[src/rtl/basic_search_ctrl_if.sv]
// rtl/basic_search_ctrl_if.sv - controller <-> basic-layer search datapath signal bundle
// master = sequencer side, slave = search engine side.
interface basic_search_ctrl_if #(
  parameter int SR_W  = 16,
  parameter int SR_H  = 16,
  parameter int SAD_W = 16
);
  localparam int CW = (SR_W > 1) ? $clog2(SR_W) : 1;
  localparam int RW = (SR_H > 1) ? $clog2(SR_H) : 1;

  logic             ref_begin_prepare;
  logic             pe_begin_prepare;
  logic [CW-1:0]    search_column_count;
  logic [RW-1:0]    search_row_count;
  logic             cand_valid;
  logic             sad_valid;
  logic [SAD_W-1:0] sad32x32;

  modport master (
    output ref_begin_prepare, pe_begin_prepare, search_column_count,
           search_row_count, cand_valid,
    input  sad_valid, sad32x32
  );

  modport slave (
    input  ref_begin_prepare, pe_begin_prepare, search_column_count,
           search_row_count, cand_valid,
    output sad_valid, sad32x32
  );
endinterface

[src/rtl/basic_search_ctrl.sv]
// rtl/basic_search_ctrl.sv - basic-layer integer search sequencer with min-SAD tracking
// Optional early termination on a good-enough SAD: build with BSC_EARLY_TERM_EN.
module basic_search_ctrl #(
  parameter int SR_W     = 16,
  parameter int SR_H     = 16,
  parameter int REF_CYC  = 32,
  parameter int PE_CYC   = 8,
  parameter int PIPE_LAT = 4,
  parameter int SAD_W    = 16,
  localparam int CW = (SR_W > 1) ? $clog2(SR_W) : 1,
  localparam int RW = (SR_H > 1) ? $clog2(SR_H) : 1
) (
  input  logic                clk,
  input  logic                rst,
  input  logic                start,
  basic_search_ctrl_if.master eng,
`ifdef BSC_EARLY_TERM_EN
  input  logic [SAD_W-1:0]    et_thresh,
  output logic                early_term,
`endif
  output logic                busy,
  output logic                done,
  output logic [SAD_W-1:0]    best_sad,
  output logic [CW-1:0]       best_mv_x,
  output logic [RW-1:0]       best_mv_y
);
  localparam int NCAND = SR_W * SR_H;
  localparam int FW    = $clog2(NCAND + PIPE_LAT + 1);
  localparam int TW    = $clog2(REF_CYC + PE_CYC + 1);

  typedef enum logic [2:0] {S_IDLE, S_REF, S_PE, S_SEARCH, S_DRAIN, S_DONE} state_t;

  state_t           state_q, state_d;
  logic [TW-1:0]    tmr_q, tmr_d;
  logic [CW-1:0]    col_q, col_d, rx_col_q, rx_col_d, min_x_q, min_x_d, best_x_q, best_x_d;
  logic [RW-1:0]    row_q, row_d, rx_row_q, rx_row_d, min_y_q, min_y_d, best_y_q, best_y_d;
  logic [FW-1:0]    inflight_q, inflight_d;
  logic [SAD_W-1:0] min_q, min_d, best_sad_q, best_sad_d;
  logic             ref_q, ref_d, pe_q, pe_d, cand_q, cand_d;
  logic             done_q, done_d, busy_q, busy_d;
  logic             accept, last_cand, et_hit;
`ifdef BSC_EARLY_TERM_EN
  logic             et_q, et_d, early_q, early_d;
`endif

  always_comb begin
    state_d    = state_q;
    tmr_d      = tmr_q;
    col_d      = col_q;
    row_d      = row_q;
    rx_col_d   = rx_col_q;
    rx_row_d   = rx_row_q;
    min_d      = min_q;
    min_x_d    = min_x_q;
    min_y_d    = min_y_q;
    best_sad_d = best_sad_q;
    best_x_d   = best_x_q;
    best_y_d   = best_y_q;
    ref_d      = ref_q;
    pe_d       = pe_q;
    cand_d     = cand_q;
    done_d     = 1'b0;
`ifdef BSC_EARLY_TERM_EN
    et_d       = et_q;
    early_d    = early_q;
`endif

    // Results only count while a search owns the pipe and something is outstanding.
    accept = eng.sad_valid && (state_q == S_SEARCH || state_q == S_DRAIN) &&
             (inflight_q != '0 || cand_q);
    last_cand = cand_q && col_q == CW'(SR_W - 1) && row_q == RW'(SR_H - 1);
`ifdef BSC_EARLY_TERM_EN
    et_hit = accept && (eng.sad32x32 <= et_thresh);
`else
    et_hit = 1'b0;
`endif
    inflight_d = inflight_q + FW'(cand_q) - FW'(accept);

    if (accept) begin
      if (eng.sad32x32 < min_q) begin
        min_d   = eng.sad32x32;
        min_x_d = rx_col_q;
        min_y_d = rx_row_q;
      end
      if (rx_col_q == CW'(SR_W - 1)) begin
        rx_col_d = '0;
        rx_row_d = rx_row_q + RW'(1);
      end else begin
        rx_col_d = rx_col_q + CW'(1);
      end
    end

    case (state_q)
      S_IDLE: begin
        if (start) begin
          state_d = S_REF;
          ref_d   = 1'b1;
          tmr_d   = '0;
        end
      end
      S_REF: begin
        tmr_d = tmr_q + TW'(1);
        if (tmr_q == TW'(REF_CYC - 1)) begin
          state_d = S_PE;
          ref_d   = 1'b0;
          pe_d    = 1'b1;
          tmr_d   = '0;
        end
      end
      S_PE: begin
        tmr_d = tmr_q + TW'(1);
        if (tmr_q == TW'(PE_CYC - 1)) begin
          state_d    = S_SEARCH;
          pe_d       = 1'b0;
          cand_d     = 1'b1;
          col_d      = '0;
          row_d      = '0;
          rx_col_d   = '0;
          rx_row_d   = '0;
          inflight_d = '0;
          min_d      = '1;
          min_x_d    = '0;
          min_y_d    = '0;
`ifdef BSC_EARLY_TERM_EN
          et_d       = 1'b0;
`endif
        end
      end
      S_SEARCH: begin
        if (last_cand || et_hit) begin
          state_d = S_DRAIN;
          cand_d  = 1'b0;
`ifdef BSC_EARLY_TERM_EN
          et_d    = et_hit && !last_cand;
`endif
        end else if (col_q == CW'(SR_W - 1)) begin
          col_d = '0;
          row_d = row_q + RW'(1);
        end else begin
          col_d = col_q + CW'(1);
        end
      end
      S_DRAIN: begin
        if (inflight_d == '0) begin
          state_d    = S_DONE;
          done_d     = 1'b1;
          best_sad_d = min_d;
          best_x_d   = min_x_d;
          best_y_d   = min_y_d;
`ifdef BSC_EARLY_TERM_EN
          early_d    = et_q;
`endif
        end
      end
      S_DONE: begin
        state_d = S_IDLE;
`ifdef BSC_EARLY_TERM_EN
        early_d = 1'b0;
`endif
      end
      default: state_d = S_IDLE;
    endcase

    busy_d = (state_d != S_IDLE);
  end

  always_ff @(posedge clk) begin
    if (rst) begin
      state_q    <= S_IDLE;
      tmr_q      <= '0;
      col_q      <= '0;
      row_q      <= '0;
      rx_col_q   <= '0;
      rx_row_q   <= '0;
      inflight_q <= '0;
      min_q      <= '1;
      min_x_q    <= '0;
      min_y_q    <= '0;
      best_sad_q <= '1;
      best_x_q   <= '0;
      best_y_q   <= '0;
      ref_q      <= 1'b0;
      pe_q       <= 1'b0;
      cand_q     <= 1'b0;
      done_q     <= 1'b0;
      busy_q     <= 1'b0;
`ifdef BSC_EARLY_TERM_EN
      et_q       <= 1'b0;
      early_q    <= 1'b0;
`endif
    end else begin
      state_q    <= state_d;
      tmr_q      <= tmr_d;
      col_q      <= col_d;
      row_q      <= row_d;
      rx_col_q   <= rx_col_d;
      rx_row_q   <= rx_row_d;
      inflight_q <= inflight_d;
      min_q      <= min_d;
      min_x_q    <= min_x_d;
      min_y_q    <= min_y_d;
      best_sad_q <= best_sad_d;
      best_x_q   <= best_x_d;
      best_y_q   <= best_y_d;
      ref_q      <= ref_d;
      pe_q       <= pe_d;
      cand_q     <= cand_d;
      done_q     <= done_d;
      busy_q     <= busy_d;
`ifdef BSC_EARLY_TERM_EN
      et_q       <= et_d;
      early_q    <= early_d;
`endif
    end
  end

  assign eng.ref_begin_prepare   = ref_q;
  assign eng.pe_begin_prepare    = pe_q;
  assign eng.cand_valid          = cand_q;
  assign eng.search_column_count = col_q;
  assign eng.search_row_count    = row_q;
  assign busy      = busy_q;
  assign done      = done_q;
  assign best_sad  = best_sad_q;
  assign best_mv_x = best_x_q;
  assign best_mv_y = best_y_q;
`ifdef BSC_EARLY_TERM_EN
  assign early_term = early_q;
`endif
endmodule

[src/flat_wrapper.sv]
// flat-port wrapper written by rule: the top's interface ports become plain ports
module basic_search_ctrl_flat 
#(
  parameter int SR_W     = 16,
  parameter int SR_H     = 16,
  parameter int REF_CYC  = 32,
  parameter int PE_CYC   = 8,
  parameter int PIPE_LAT = 4,
  parameter int SAD_W    = 16,
  localparam int CW = (SR_W > 1) ? $clog2(SR_W) : 1,
  localparam int RW = (SR_H > 1) ? $clog2(SR_H) : 1
)
  (clk, rst, start, busy, done, best_sad, best_mv_x, best_mv_y, eng_ref_begin_prepare, eng_pe_begin_prepare, eng_search_column_count, eng_search_row_count, eng_cand_valid, eng_sad_valid, eng_sad32x32);
  basic_search_ctrl_if #(.SR_W(SR_W), .SR_H(SR_H), .SAD_W(SAD_W)) eng_i ();
  input  logic clk;
  input  logic rst;
  input  logic start;
  output logic busy;
  output logic done;
  output logic [SAD_W-1:0] best_sad;
  output logic [CW-1:0] best_mv_x;
  output logic [RW-1:0] best_mv_y;
  output wire logic [$bits(eng_i.ref_begin_prepare)-1:0] eng_ref_begin_prepare;
  output wire logic [$bits(eng_i.pe_begin_prepare)-1:0] eng_pe_begin_prepare;
  output wire logic [$bits(eng_i.search_column_count)-1:0] eng_search_column_count;
  output wire logic [$bits(eng_i.search_row_count)-1:0] eng_search_row_count;
  output wire logic [$bits(eng_i.cand_valid)-1:0] eng_cand_valid;
  input wire logic [$bits(eng_i.sad_valid)-1:0] eng_sad_valid;
  input wire logic [$bits(eng_i.sad32x32)-1:0] eng_sad32x32;
  assign eng_ref_begin_prepare = eng_i.ref_begin_prepare;
  assign eng_pe_begin_prepare = eng_i.pe_begin_prepare;
  assign eng_search_column_count = eng_i.search_column_count;
  assign eng_search_row_count = eng_i.search_row_count;
  assign eng_cand_valid = eng_i.cand_valid;
  assign eng_i.sad_valid = eng_sad_valid;
  assign eng_i.sad32x32 = eng_sad32x32;
  basic_search_ctrl #(.SR_W(SR_W), .SR_H(SR_H), .REF_CYC(REF_CYC), .PE_CYC(PE_CYC), .PIPE_LAT(PIPE_LAT), .SAD_W(SAD_W)) u_core (.clk(clk), .rst(rst), .start(start), .eng(eng_i), .busy(busy), .done(done), .best_sad(best_sad), .best_mv_x(best_mv_x), .best_mv_y(best_mv_y));
endmodule
[config.mk]
export PLATFORM = sky130hd
export DESIGN_NAME = basic_search_ctrl_flat
export DESIGN_NICKNAME = d
export VERILOG_FILES = /design/src/rtl/basic_search_ctrl_if.sv /design/src/rtl/basic_search_ctrl.sv /design/src/flat_wrapper.sv
export SDC_FILE = /design/constraint.sdc
export NUM_CORES = 1
export LEC_CHECK = 0
export BUFFER_PORTS_ARGS = -buffer_cell sky130_fd_sc_hd__buf_2
export CAP_MARGIN = 20
export CORE_MARGIN = 2
export CORE_UTILIZATION = 60
export DETAILED_ROUTE_END_ITERATION = 6
export PLACE_DENSITY = 0.81
export SYNTH_ARGS = -nofsm -noshare
export SYNTH_HDL_FRONTEND = slang
export SYNTH_SLANG_ARGS = --single-unit
[constraint.sdc]
create_clock -name clk -period 12.24 [get_ports clk]
set_input_delay 2.448 -clock clk [delete_from_list [all_inputs] [get_ports clk]]
set_output_delay 2.448 -clock clk [all_outputs]
set_load 0.005 [all_outputs]
Word level (Yosys, flattened, before mapping)
Cells that the tools add are included.

Add/subtract/negate cells: 7. $lt $le $gt $ge: 1. Equal/unequal tests: 15. Multiplexer cells: 48. Bitwise gates (word level): 1. Reduce and logical (&&, ||, !) cells: 22.

Operators with widths (count): 2-to-1 mux 4 bit (21); 2-to-1 mux 16 bit (4); 2-to-1 mux 9 bit (2); one-hot mux 6 bit (3 select lines) (1); adder 4 x 1 -> 4 bit, second input constant (4); < comparator 16 bit (1); one-hot mux 4 bit (2 select lines) (2); 2-to-1 mux 3 bit (5); one-hot mux 3 bit (5 select lines) (1); equality test 4 bit, second input constant (3); 2-to-1 mux 6 bit (2); AND reduction 3 bit (4); adder 9 x 1 -> 9 bit (1); zero test 9 bit (1); nonzero test 9 bit (1); subtractor 9 x 1 -> 9 bit (1); 2-to-1 mux 1 bit (7); adder 6 x 1 -> 6 bit, second input constant (1); equality test 3 x 2 -> 1 bit, second input constant (2); equality test 6 x 3 -> 1 bit, second input constant (1); equality test 6 x 5 -> 1 bit, second input constant (1); inequality test 2 x 1 -> 1 bit, second input constant (3); inequality test 2 bit, second input constant (3); one-hot mux 1 bit (2 select lines) (3); other kinds (11) (19).

Bits in registers: 87. Input bits: 20. Output and inout port bits: 37. Logic and storage cells: 112.

Depth between registers and ports, before layout
Gate-level depths: netlist of run 1.

Depth in word-level cells: 9. Gate-level depth with buffers: 17. Depth with buffers taken out: 14.

Least setup slack after synthesis of run 1
Ideal clock, no wire load.

Path kind: input port to flip-flop. Start: in eng_sad_valid. End: reg u_core.best_x_q[0] (netlist: u_core.best_mv_x[0]). Library setup time: 0.133 ns. Data arrival time: 5.097 ns. Required time: 12.107 ns. Path slack: 7.010 ns. Stages on the path: 13. Buffers on the path: 2. Cell sequence: o221a_1 -> buf_2 -> ha_1 -> inv_1 -> ha_1 -> fa_1 -> a211o_1 -> and3_4 -> a211oi_2 -> nand4_2 -> buf_6 -> nor4_2 -> nor3_2.

Cells in the longest elaborated chain, start to end: 5. Elaborated cells on any way between the ends: 6. Those cells by class: 1 x add/sub; 1 x mux; 4 x reduce/logical.

RTL lines: start: declaration (RTL line flat_wrapper.sv:28) `input wire logic [$bits(eng_i.sad_valid)-1:0] eng_sad_valid;`; logical AND 1 bit (*) (2 in series) (RTL line basic_search_ctrl.sv:69) `accept = eng.sad_valid && (state_q == S_SEARCH || state_q == S_DRAIN) &&`; subtractor 9 x 1 -> 9 bit (RTL line basic_search_ctrl.sv:77) `inflight_d = inflight_q + FW'(cand_q) - FW'(accept);`; zero test 9 bit (RTL line basic_search_ctrl.sv:144) `if (inflight_d == '0) begin`; AND reduction 2 bit (no source line); end signal: assignment (RTL line basic_search_ctrl.sv:203) `best_x_q <= best_x_d;`; end: declaration (RTL line basic_search_ctrl.sv:35) `logic [CW-1:0] col_q, col_d, rx_col_q, rx_col_d, min_x_q, min_x_d, best_x_q, best_x_d;`.

Every way passes the cells marked *; elsewhere a longest branch is shown, timed or not. A chain may end at the register's enable or synchronous reset.

Worst setup path after layout of run 1
Same ends and word-level chain as after synthesis.

==> flow_summary.toml, run 1 <==
[global_routing]
grtUsageTotal_pct = 28.4
antenna_found_initial = 0
grt_pass1_wl_um = 22800
first_global_vias = 4712
grt_max_degree = 40
grt.overflow.total = 0

[power_and_ir_drop]
p_per_area_nw_per_um2 = 87.4
p_leak_nw = 2.17
max-vdd-ir-drop_mv = 0.0687

[worst_setup_path]
max_stage_delay_ns = 0.43
critPathLaunchType = "input port"
cp_slowest_cell = "fa_1"
cpLargestDelayFamily = "simple AND/OR/NAND/NOR gates"
crit_arrival_ns = 5.75
worstSetupEndpointType = "flop"
crit_buf_inv = 3
crit_top_cell = "ha_1"
crit_chain = "buf_2, o221a_1, ha_1, inv_1, ha_1, fa_1, a211o_1, and3_4, a211oi_2, nand4_2, buf_16, nor4_2, nor3_2"
required_ns = 12.48
crit_fanout = 18
worst-setup-path-type = "in -> reg"

[timing]
fin_crit_ns = 5.51
fmax_mhz = 181
slew_violations = 0
worst_pin_slew_ns = 1.13
max_slew_margin_pct = 24.6
finalSetupViolCount = 0
clock_skew_ns = 0.0103
worst_slack_ns = 6.73
rsz0062_at_grt = "no"
fin_crit_sh_pct = 45.0
fin_tns_setup_ns = 0
hold_viol_final = 0

[logic_synthesis]
synthTopCellsByArea = "dfxtp_1, ha_1, nand2_1, o211ai_1, nor4_2"
syn_avg_cell_area_um2 = 8.74
syn_inst = 620
ys.flop_type = "dfxtp_1"
synth.top_cell.area_share_pct = 32.2
yosysMostFrequentCell = "dfxtp_1"
yosys.area.top_type = "dfxtp_1"
yosys_warnings = 0
synth_commonest_cells = "dfxtp_1, nand2_1, nor2_1"
yosys_register_bits = 87
async_flop_share_pct = 0
synth_area_um2 = 5420
yosysSeqAreaShare_pct = 32.2
synth_edf_count = 0
synth_cell_types = 72
mappedNetlistNets = 673

[detailed_routing]
drtIter0Drc = 246
vias = 4883
viasPerCell = 6.43
wirelength_um = 13600
final_antenna_net_count = 0
post_drt_wl_per_cell_um = 17.9
drc_errors = 0
drtPass1Iterations = 5

[run]
max_cap_viol_count = 0

[die]
dieArea_um2 = 9800
io_pins = 57
chipHeight_um = 99.0
coreArea_um2 = 8720
std_cell_rows = 34
fp.dieW_um = 99.0
initial_core_util_pct = 62.1

[clocking]
tritoncts = "done"
clock_path_buffers = 2
post_cts_resized = 0
cts_root_buf = "clkbuf_8"
ctsHoldBuffers = 0
clock_sinks = 87
cts_setup_buffers = 0
clkLatencyLatePin_ns = 0.38
cts.htree.levels = 3
cts_buffers = 9
clk_pin_slew_ns = 0.10

[placement]
dp_hpwl_um = 8940
place.gp.congestion = 0.842
portBuffers = 56
post_dp_cell_area_um2 = 5550
post-place-ws_ns = 5.98

[finish]
fin_nets = 699
fill_cells = 714
regArea_um2 = 1740
multi_input_area_um2 = 3270
area_delta_synth_final_pct = 7.58
diodes = 0
fin_util_pct = 66.8
drive_above_1_share_pct = 20.6
design_area_um2 = 5830

[worst_hold_path]
hold_class = "reg -> reg"

[run_status]
status = "completed"
[state kept, by name, summed over array words and instances, names as in the netlist, 6 cells and up]
name / count
u_core.best_sad: 16
u_core.min_q: 16
u_core.inflight_q: 9
u_core.tmr_q: 6
[layer usage]
metal | vias up | track usage (%) | wire, µm
li1 | 2341 | - | -
met1 | 2382 | 36.5 | 5890
met2 | 138 | 49.0 | 6710
met3 | 22 | 4.54 | 715
met4 | 0 | 8.75 | 252
met5 | - | 0 | 0
[tightest hold or removal path, delay by kind of cell, from the launching register on]
kind,cells,cell delay [ns]
AO/OA/AOI/OAI,1,0.05
flip-flops,1,0.32
AND/OR/NAND/NOR,1,0.05
[final timing paths]
path / from / endpoint / slack, ns / cells past startpoint
hold / removal: u_core.eng.pe_begin_prepare / u_core.eng.pe_begin_prepare / 0.46 / 2
setup / recovery: eng_sad_valid / u_core.best_mv_x[0] / 6.73 / 13
hold reg to reg: u_core.eng.pe_begin_prepare / u_core.eng.pe_begin_prepare / 0.46 / 2
setup reg to reg: u_core.inflight_q[3] / u_core.best_mv_x[0] / 7.73 / 15
[placed cells by master (no fill, tap or decap), drive strengths merged, types with 3 or more instances in the layout]
cell type | Yosys | routed
and3b | 3 | 3
o211ai | 35 | 35
nand2b | 5 | 5
xnor2 | 7 | 7
nor2 | 40 | 40
o21ai | 28 | 28
nand4 | 11 | 11
nor3 | 14 | 14
dfxtp | 87 | 87
buf | 24 | 62
o21bai | 3 | 3
or3 | 17 | 17
xor2 | 10 | 10
a21oi | 39 | 39
a31oi | 3 | 3
clkinv | 0 | 3
ha | 32 | 32
a211oi | 30 | 30
o221ai | 16 | 16
nor2b | 3 | 3
and3 | 7 | 7
mux2i | 3 | 3
nand2 | 74 | 74
nand3 | 8 | 8
nor4 | 29 | 29
clkbuf | 22 | 9
o21a | 10 | 10
inv | 27 | 31
[logic make-up (layout without fill, tap and decap cells)]
kind of cell / count (synthesis) / in the layout / share of synthesized area, %
simple gates: 226 / 226 / 25.0
compound gates: 180 / 180 / 24.0
flops: 87 / 87 / 32.2
buf+inv: 74 / 105 / 7.74
fa+ha+maj: 33 / 33 / 7.76
xor+xnor: 17 / 17 / 2.75
mux: 3 / 3 / 0.554
[power breakdown]
part | leakage [nW] | internal [mW] | switching, mW
Sequential | 0.703 | 0.284 | 0.00135
Combinational | 1.37 | 0.00778 | 0.0146
Clock | 0.101 | 0.0805 | 0.121
[cell type report]
cell class                      count  share of cell area [%]
Inverter                           27                    1.74
Tap cell                          108                    2.32
Sequential cell                    87                    29.9
Clock buffer                        9                    2.13
Multi-Input combinational cell    459                    56.0
Clock inverter                      7                    1.27
Timing Repair Buffer               62                    6.61
[metrics by stage]
stage | std cells | hold slack (ns) | power, mW
after global placement | 740 | 0.444 | 0.312
final | 759 | 0.458 | 0.509
after CTS | 756 | 0.461 | 0.511
after detailed placement | 740 | 0.445 | 0.313
after global routing | 759 | 0.493 | 0.525
after floorplan | 620 | 0.453 | 0.304
(Power assumes the default switching activity.)
==> run 2, diff against run 1 <==
ABC_AREA = 1   (was not set)
CORE_UTILIZATION = 58   (was 60)
PLACE_DENSITY = 0.8   (was 0.81)
clock period = 5.6 ns   (was 12.24 ns; I/O delays follow)
==> flow_summary.toml, run 2 <==
[run_status]
status = "completed"

[logic_synthesis]
synth_mux_area_share_pct = 0.218
mappedNetlistNets = 688
synthSimpleGateAreaFrac_pct = 35.2
async_flop_share_pct = 0
yosysSeqAreaShare_pct = 38.0
synth_commonest_cells = "nand2_1, dfxtp_1, inv_1"
yosys.area.top_type = "dfxtp_1"
syn_inst = 635
synthAdderAreaFrac_pct = 9.17
synthTopCellsByArea = "dfxtp_1, nand2_1, ha_1, nand3_1, inv_1"
synth-compound-area-share_pct = 6.41
yosys_register_bits = 87
synth.top_cell.area_share_pct = 38.0
yosysMostFrequentCell = "nand2_1"
ys.flop_type = "dfxtp_1"
synth_edf_count = 0
syn_avg_cell_area_um2 = 7.22
synth_cell_types = 40
synth-xor-area-share_pct = 1.34
yosys_warnings = 0
synth_area_um2 = 4590
synth_top_family_by_area = "simple AND/OR/NAND/NOR gates"

[power_and_ir_drop]
p_leak_nw = 2.69
p_per_area_nw_per_um2 = 219
p_seq_share_pct = 56.1
clkPwrFrac_pct = 39.9
p_int_mw = 0.844
max-vdd-ir-drop_mv = 0.133
p_comb_share_pct = 4.0
total_power_mw = 1.11
p_switching_mw = 0.268
swShare_pct = 24.1

[clocking]
clock_sinks = 87
tritoncts = "done"
clock_path_buffers = 2
clkLatencyLatePin_ns = 0.36
cts_setup_buffers = 0
clk_pin_slew_ns = 0.09
cts_buffers = 9
post_cts_resized = 0
cts.htree.levels = 3
ctsHoldBuffers = 0
cts_root_buf = "clkbuf_8"

[die]
chipHeight_um = 92.9
initial_core_util_pct = 59.7
std_cell_rows = 32
coreArea_um2 = 7690
fp.dieW_um = 92.9
io_pins = 57
dieArea_um2 = 8630

[worst_setup_path]
reg2reg_to = "u_core.best_sad[5]"
crit_chain = "buf_2, inv_1, nor3_4, nand2_4, inv_2, ha_1, inv_1, ha_1, fa_1, inv_1, nand4_1, nor2_1, nand3_2, nor2_4, nand4_4, nand2_1, nand3_1"
crit_fanout = 34
crit_arrival_ns = 3.95
ff2ff_path_depth = 21
crit-reg2reg-launch = "u_core.inflight_q[3]"
critPathLaunchType = "input port"
rrSetupSlack_ns = 2.02
worst-setup-path-type = "in -> reg"
crit_top_cell = "inv_1"
cp_slowest_cell = "fa_1"
max_stage_delay_ns = 0.43
worstSetupEndpointType = "flop"
required_ns = 5.80

[detailed_routing]
post_drt_wl_per_cell_um = 12.4
vias = 4142
viasPerCell = 5.24
drtPass1Iterations = 5
drtIter0Drc = 148
wirelength_um = 9850
final_antenna_net_count = 0
drc_errors = 0

[global_routing]
grt_pass1_wl_um = 17000
grt_max_degree = 35
first_global_vias = 3973
grt.overflow.total = 0
antenna_found_initial = 0
grtUsageTotal_pct = 24.3

[worst_hold_path]
min_to = "u_core.eng.pe_begin_prepare"
hp-start = "u_core.eng.pe_begin_prepare"
holdPathStages = 2
hold_class = "reg -> reg"

[placement]
post-place-ws_ns = 1.52
portBuffers = 56
dp_hpwl_um = 6930
place.gp.congestion = 0.862

[timing]
fin_tns_setup_ns = 0
worst_pin_slew_ns = 1.00
worst_slack_ns = 1.86
hold_viol_final = 0
fin_crit_sh_pct = 66.9
max_slew_margin_pct = 33.2
rsz0062_at_grt = "no"
slew_violations = 0
clock_skew_ns = 0.0128
fmax_mhz = 267
fin_crit_ns = 3.74
finalSetupViolCount = 0

[finish]
layout_commonest_cell = "nand2_1"
fin_nets = 737
drive_above_1_share_pct = 17.3
area_delta_synth_final_pct = 10.7
fill_cells = 693
diodes = 0
layout_common_cells = "nand2_1, dfxtp_1, inv_1"

[run]
max_cap_viol_count = 0
[run 2: changes by cell type after synthesis, moves of 11 or more]
| cell | delta |
|---|---|
| inv_1 | +50 |
| o211ai_1 | -35 |
| nor4_2 | -20 |
| a211oi_1 | -26 |
| nand3_1 | +62 |
| o221ai_1 | -15 |
| nand2_2 | +22 |
| nand2_1 | +82 |
| or3_1 | -17 |
| nor2_1 | +25 |
| clkbuf_1 | -11 |
[run 2: worst max-delay path, delay by kind of cell]
| kind | cells | cell delay, ns |
|---|---|---|
| adders and majority gates | 3 | 0.88 |
| and+or+nand+nor | 9 | 1.54 |
| buffers and inverters | 5 | 0.41 |
[run 2: power by group through the flow]
stage | Combinational, mW | Sequential [mW] | Clock, mW
2_1_floorplan | 0.0270 | 0.638 | 0
3_3_place_gp | 0.0439 | 0.638 | 0
3_5_place_dp | 0.0447 | 0.639 | 0
4_1_cts | 0.0450 | 0.624 | 0.451
5_1_grt | 0.0510 | 0.625 | 0.479
6_report | 0.0450 | 0.624 | 0.443
[run 2: logic make-up after synthesis]
| kind of cell | count (synthesis) |
|---|---|
| XOR/XNOR | 7 |
| AND/OR/NAND/NOR | 349 |
| AO/OA/AOI/OAI | 53 |
| buffers and inverters | 105 |
| multiplexers | 1 |
| adder cells (fa/ha/maj) | 33 |
| flip-flops | 87 |
[run 2: cell type report]
| cell class | count | area (µm²) | share of cell area [%] |
|---|---|---|---|
| Multi-Input combinational cell | 443 | 2400 | 47.3 |
| Sequential cell | 87 | 1740 | 34.3 |
| Clock inverter | 6 | 68.8 | 1.36 |
| Inverter | 86 | 323 | 6.36 |
| Clock buffer | 10 | 128 | 2.51 |
| Timing Repair Buffer | 57 | 288 | 5.67 |
| Tap cell | 102 | 128 | 2.51 |
[run 2: layer usage]
metal	vias to the layer above	routed length [µm]	GRT usage (%)
met4	0	157	8.95
met2	94	4680	41.9
met3	14	510	4.96
met1	1909	4490	29.9
li1	2125	-	-
met5	-	0	0
[run 2: through the flow]
step           util (%)  std cells  area [µm²]  hold slack (ns)
2_1_floorplan         -        635        4590            0.444
3_3_place_gp       63.5        775        4880            0.449
3_5_place_dp       63.5        775        4880            0.447
4_1_cts            66.0        791        5080            0.469
5_1_grt            66.0        791        5080            0.490
6_report           66.0        791        5080            0.467
[run 2: how the worst max path moves through the flow]
stage | endpoint | start | slack, ns
final | u_core.best_sad[5] | eng_sad_valid | 1.86
after CTS | u_core.best_sad[0] | eng_sad_valid | 1.87
after global routing | u_core.best_sad[5] | eng_sad_valid | 1.57
after detailed placement | u_core.best_sad[15] | eng_sad_valid | 1.52
after global placement | u_core.best_sad[10] | eng_sad_valid | 1.63
after floorplan | u_core.best_mv_x[0] | eng_sad_valid | 2.08
==> run 3, diff against run 2 <==
ABC_AREA = 0   (was 1)
CORE_UTILIZATION = 60   (was 58)
PLACE_DENSITY = 0.81   (was 0.8)
clock period = 3.9 ns   (was 5.6 ns; I/O delays follow)
==> flow_summary.toml, run 3 (synthesis results as in run 1) <==
[worst_setup_path]
crit_chain = "inv_2, ha_4, or3b_4, o221a_1, ha_1, inv_2, ha_4, fa_2, a211o_1, and3_4, o311ai_4, nand4_4, buf_6, buf_12, nor4_4, o21ai_1"
worstSetupEndpointType = "flop"
ff2ff_path_depth = 16
max_stage_delay_ns = 0.37
cp_slowest_cell = "or3b_4"
critPathLaunchType = "flop"
reg2reg_to = "u_core.best_sad[0]"
rrSetupSlack_ns = 0.05
crit-reg2reg-launch = "u_core.inflight_q[3]"
worst-setup-path-type = "reg -> reg"
crit_fanout = 6
required_ns = 4.14
crit_arrival_ns = 4.09

[finish]
area_delta_synth_final_pct = 15.0
design_area_um2 = 6230
fin_nets = 728
layout_common_cells = "dfxtp_1, nand2_1, buf_2"
drive_above_1_share_pct = 25.6
fill_cells = 658
diodes = 0
layout_commonest_cell = "dfxtp_1"

[global_routing]
use_met1_pct = 38.8
first_global_vias = 5105
grtUsageTotal_pct = 30.0
grt_pass1_wl_um = 24200
top_usage_layer = "met2"
grt.met3_usage_pct = 5.04
grt.overflow.total = 0
met2_usage_pct = 49.1
grt_max_degree = 35
antenna_found_initial = 0

[clocking]
clock_path_buffers = 2
clkLatencyLatePin_ns = 0.36
clk_pin_slew_ns = 0.09
cts_buffers = 9
cts_root_buf = "clkbuf_8"
clock_sinks = 87
cts.htree.levels = 3
tritoncts = "done"

[timing]
fin_tns_setup_ns = 0
slew_violations = 0
worst_pin_slew_ns = 0.956
rsz0062_at_grt = "yes"
clock_skew_ns = 0.0127
finalSetupViolCount = 0
max_slew_margin_pct = 36.3
hold_viol_final = 0
fin_crit_ns = 3.85
fmax_mhz = 260
fin_crit_sh_pct = 98.7

[die]
std_cell_rows = 34
dieArea_um2 = 9800
initial_core_util_pct = 62.1
coreArea_um2 = 8720
chipHeight_um = 99.0
io_pins = 57
fp.dieW_um = 99.0

[power_and_ir_drop]
p_leak_nw = 2.31
swShare_pct = 25.4
p_int_mw = 1.17
clkPwrFrac_pct = 38.3
p_per_area_nw_per_um2 = 251
p_comb_share_pct = 4.6
p_seq_share_pct = 57.2
p_switching_mw = 0.397
max-vdd-ir-drop_mv = 0.172

[run]
max_cap_viol_count = 0

[detailed_routing]
drtPass1Iterations = 5
vias = 5103
wirelength_um = 14800
final_antenna_net_count = 0
viasPerCell = 6.48
drtIter0Drc = 365
drc_errors = 0
post_drt_wl_per_cell_um = 18.7

[run_status]
status = "completed"

[worst_hold_path]
hp-start = "u_core.eng.pe_begin_prepare"
holdPathStages = 2
min_to = "u_core.eng.pe_begin_prepare"
hold_class = "reg -> reg"

[placement]
dp_hpwl_um = 9640
portBuffers = 56
post_dp_cell_area_um2 = 5750
place.gp.congestion = 0.962
run 3: cell types whose count changed in the layout (fill, tap and decap cells not counted), sizes merged, moves of 28 or more:
| cell | delta |
|---|---|
| nand3 | -64 |
| inv | -58 |
| nor2 | -30 |
| buf | +34 |
| nand2 | -106 |
| o211ai | +35 |
| nor4 | +28 |
run 3: critical path: cells and delay by family, from the launching register on:
kind	cells	cell delay, ns
compound gates	4	1.01
simple gates	4	1.01
fa+ha+maj	4	0.93
flops	1	0.34
buf+inv	4	0.43
run 3: final cells by class:
class                      count  area (µm²)  share of cell area (%)
multi-input combinational    459        3460                    55.5
sequential                    87        1740                    28.0
timing repair buffer          91         612                    9.82
clock buffer                  10         138                    2.21
tap                          108         135                    2.17
inverter                      27         101                    1.63
clock inverter                 5        41.3                   0.663
run 3: power groups by stage:
stage	logic, mW	registers [mW]	clock network [mW]
after floorplan	0.0404	0.915	0
after global placement	0.0676	0.915	0
after detailed placement	0.0696	0.915	0
after CTS	0.0703	0.894	0.602
after global routing	0.0785	0.895	0.646
final	0.0717	0.894	0.599
run 3: routing by layer:
metal	vias up	share of wire, %
met5	-	0
met2	222	47
li1	2401	-
met4	0	3.3
met1	2431	42
met3	49	7.0
run 3: worst max path at each step:
stage / to / cells after the start / start
floorplan: u_core.best_mv_x[0] / 16 / u_core.inflight_q[2]
global placement: u_core.best_mv_x[0] / 15 / u_core.inflight_q[3]
detailed placement: u_core.best_sad[15] / 15 / u_core.inflight_q[3]
CTS: u_core.best_sad[0] / 16 / u_core.inflight_q[3]
global route: u_core.best_sad[0] / 16 / u_core.inflight_q[3]
finish: u_core.best_sad[0] / 16 / u_core.inflight_q[3]
run 3: repair_timing:
action	in CTS	in global routing
setup endpoints to repair	24	25
buffers inserted	6	3
pin swaps	5	21
hold buffers	0	0
gates resized for setup	9	31
cloned	2	0
run 3: per-stage QoR:
step / power (mW) / setup slack, ns / instances / hold slack, ns / utilization, %
2_1_floorplan: 0.955 / 0.0503 / 620 / 0.453 / -
3_3_place_gp: 0.983 / 0.135 / 762 / 0.444 / 65.9
3_5_place_dp: 0.985 / -0.125 / 762 / 0.450 / 65.9
4_1_cts: 1.57 / 0.0261 / 785 / 0.464 / 69.6
5_1_grt: 1.62 / -0.0596 / 787 / 0.509 / 71.4
6_report: 1.56 / 0.0525 / 787 / 0.459 / 71.4
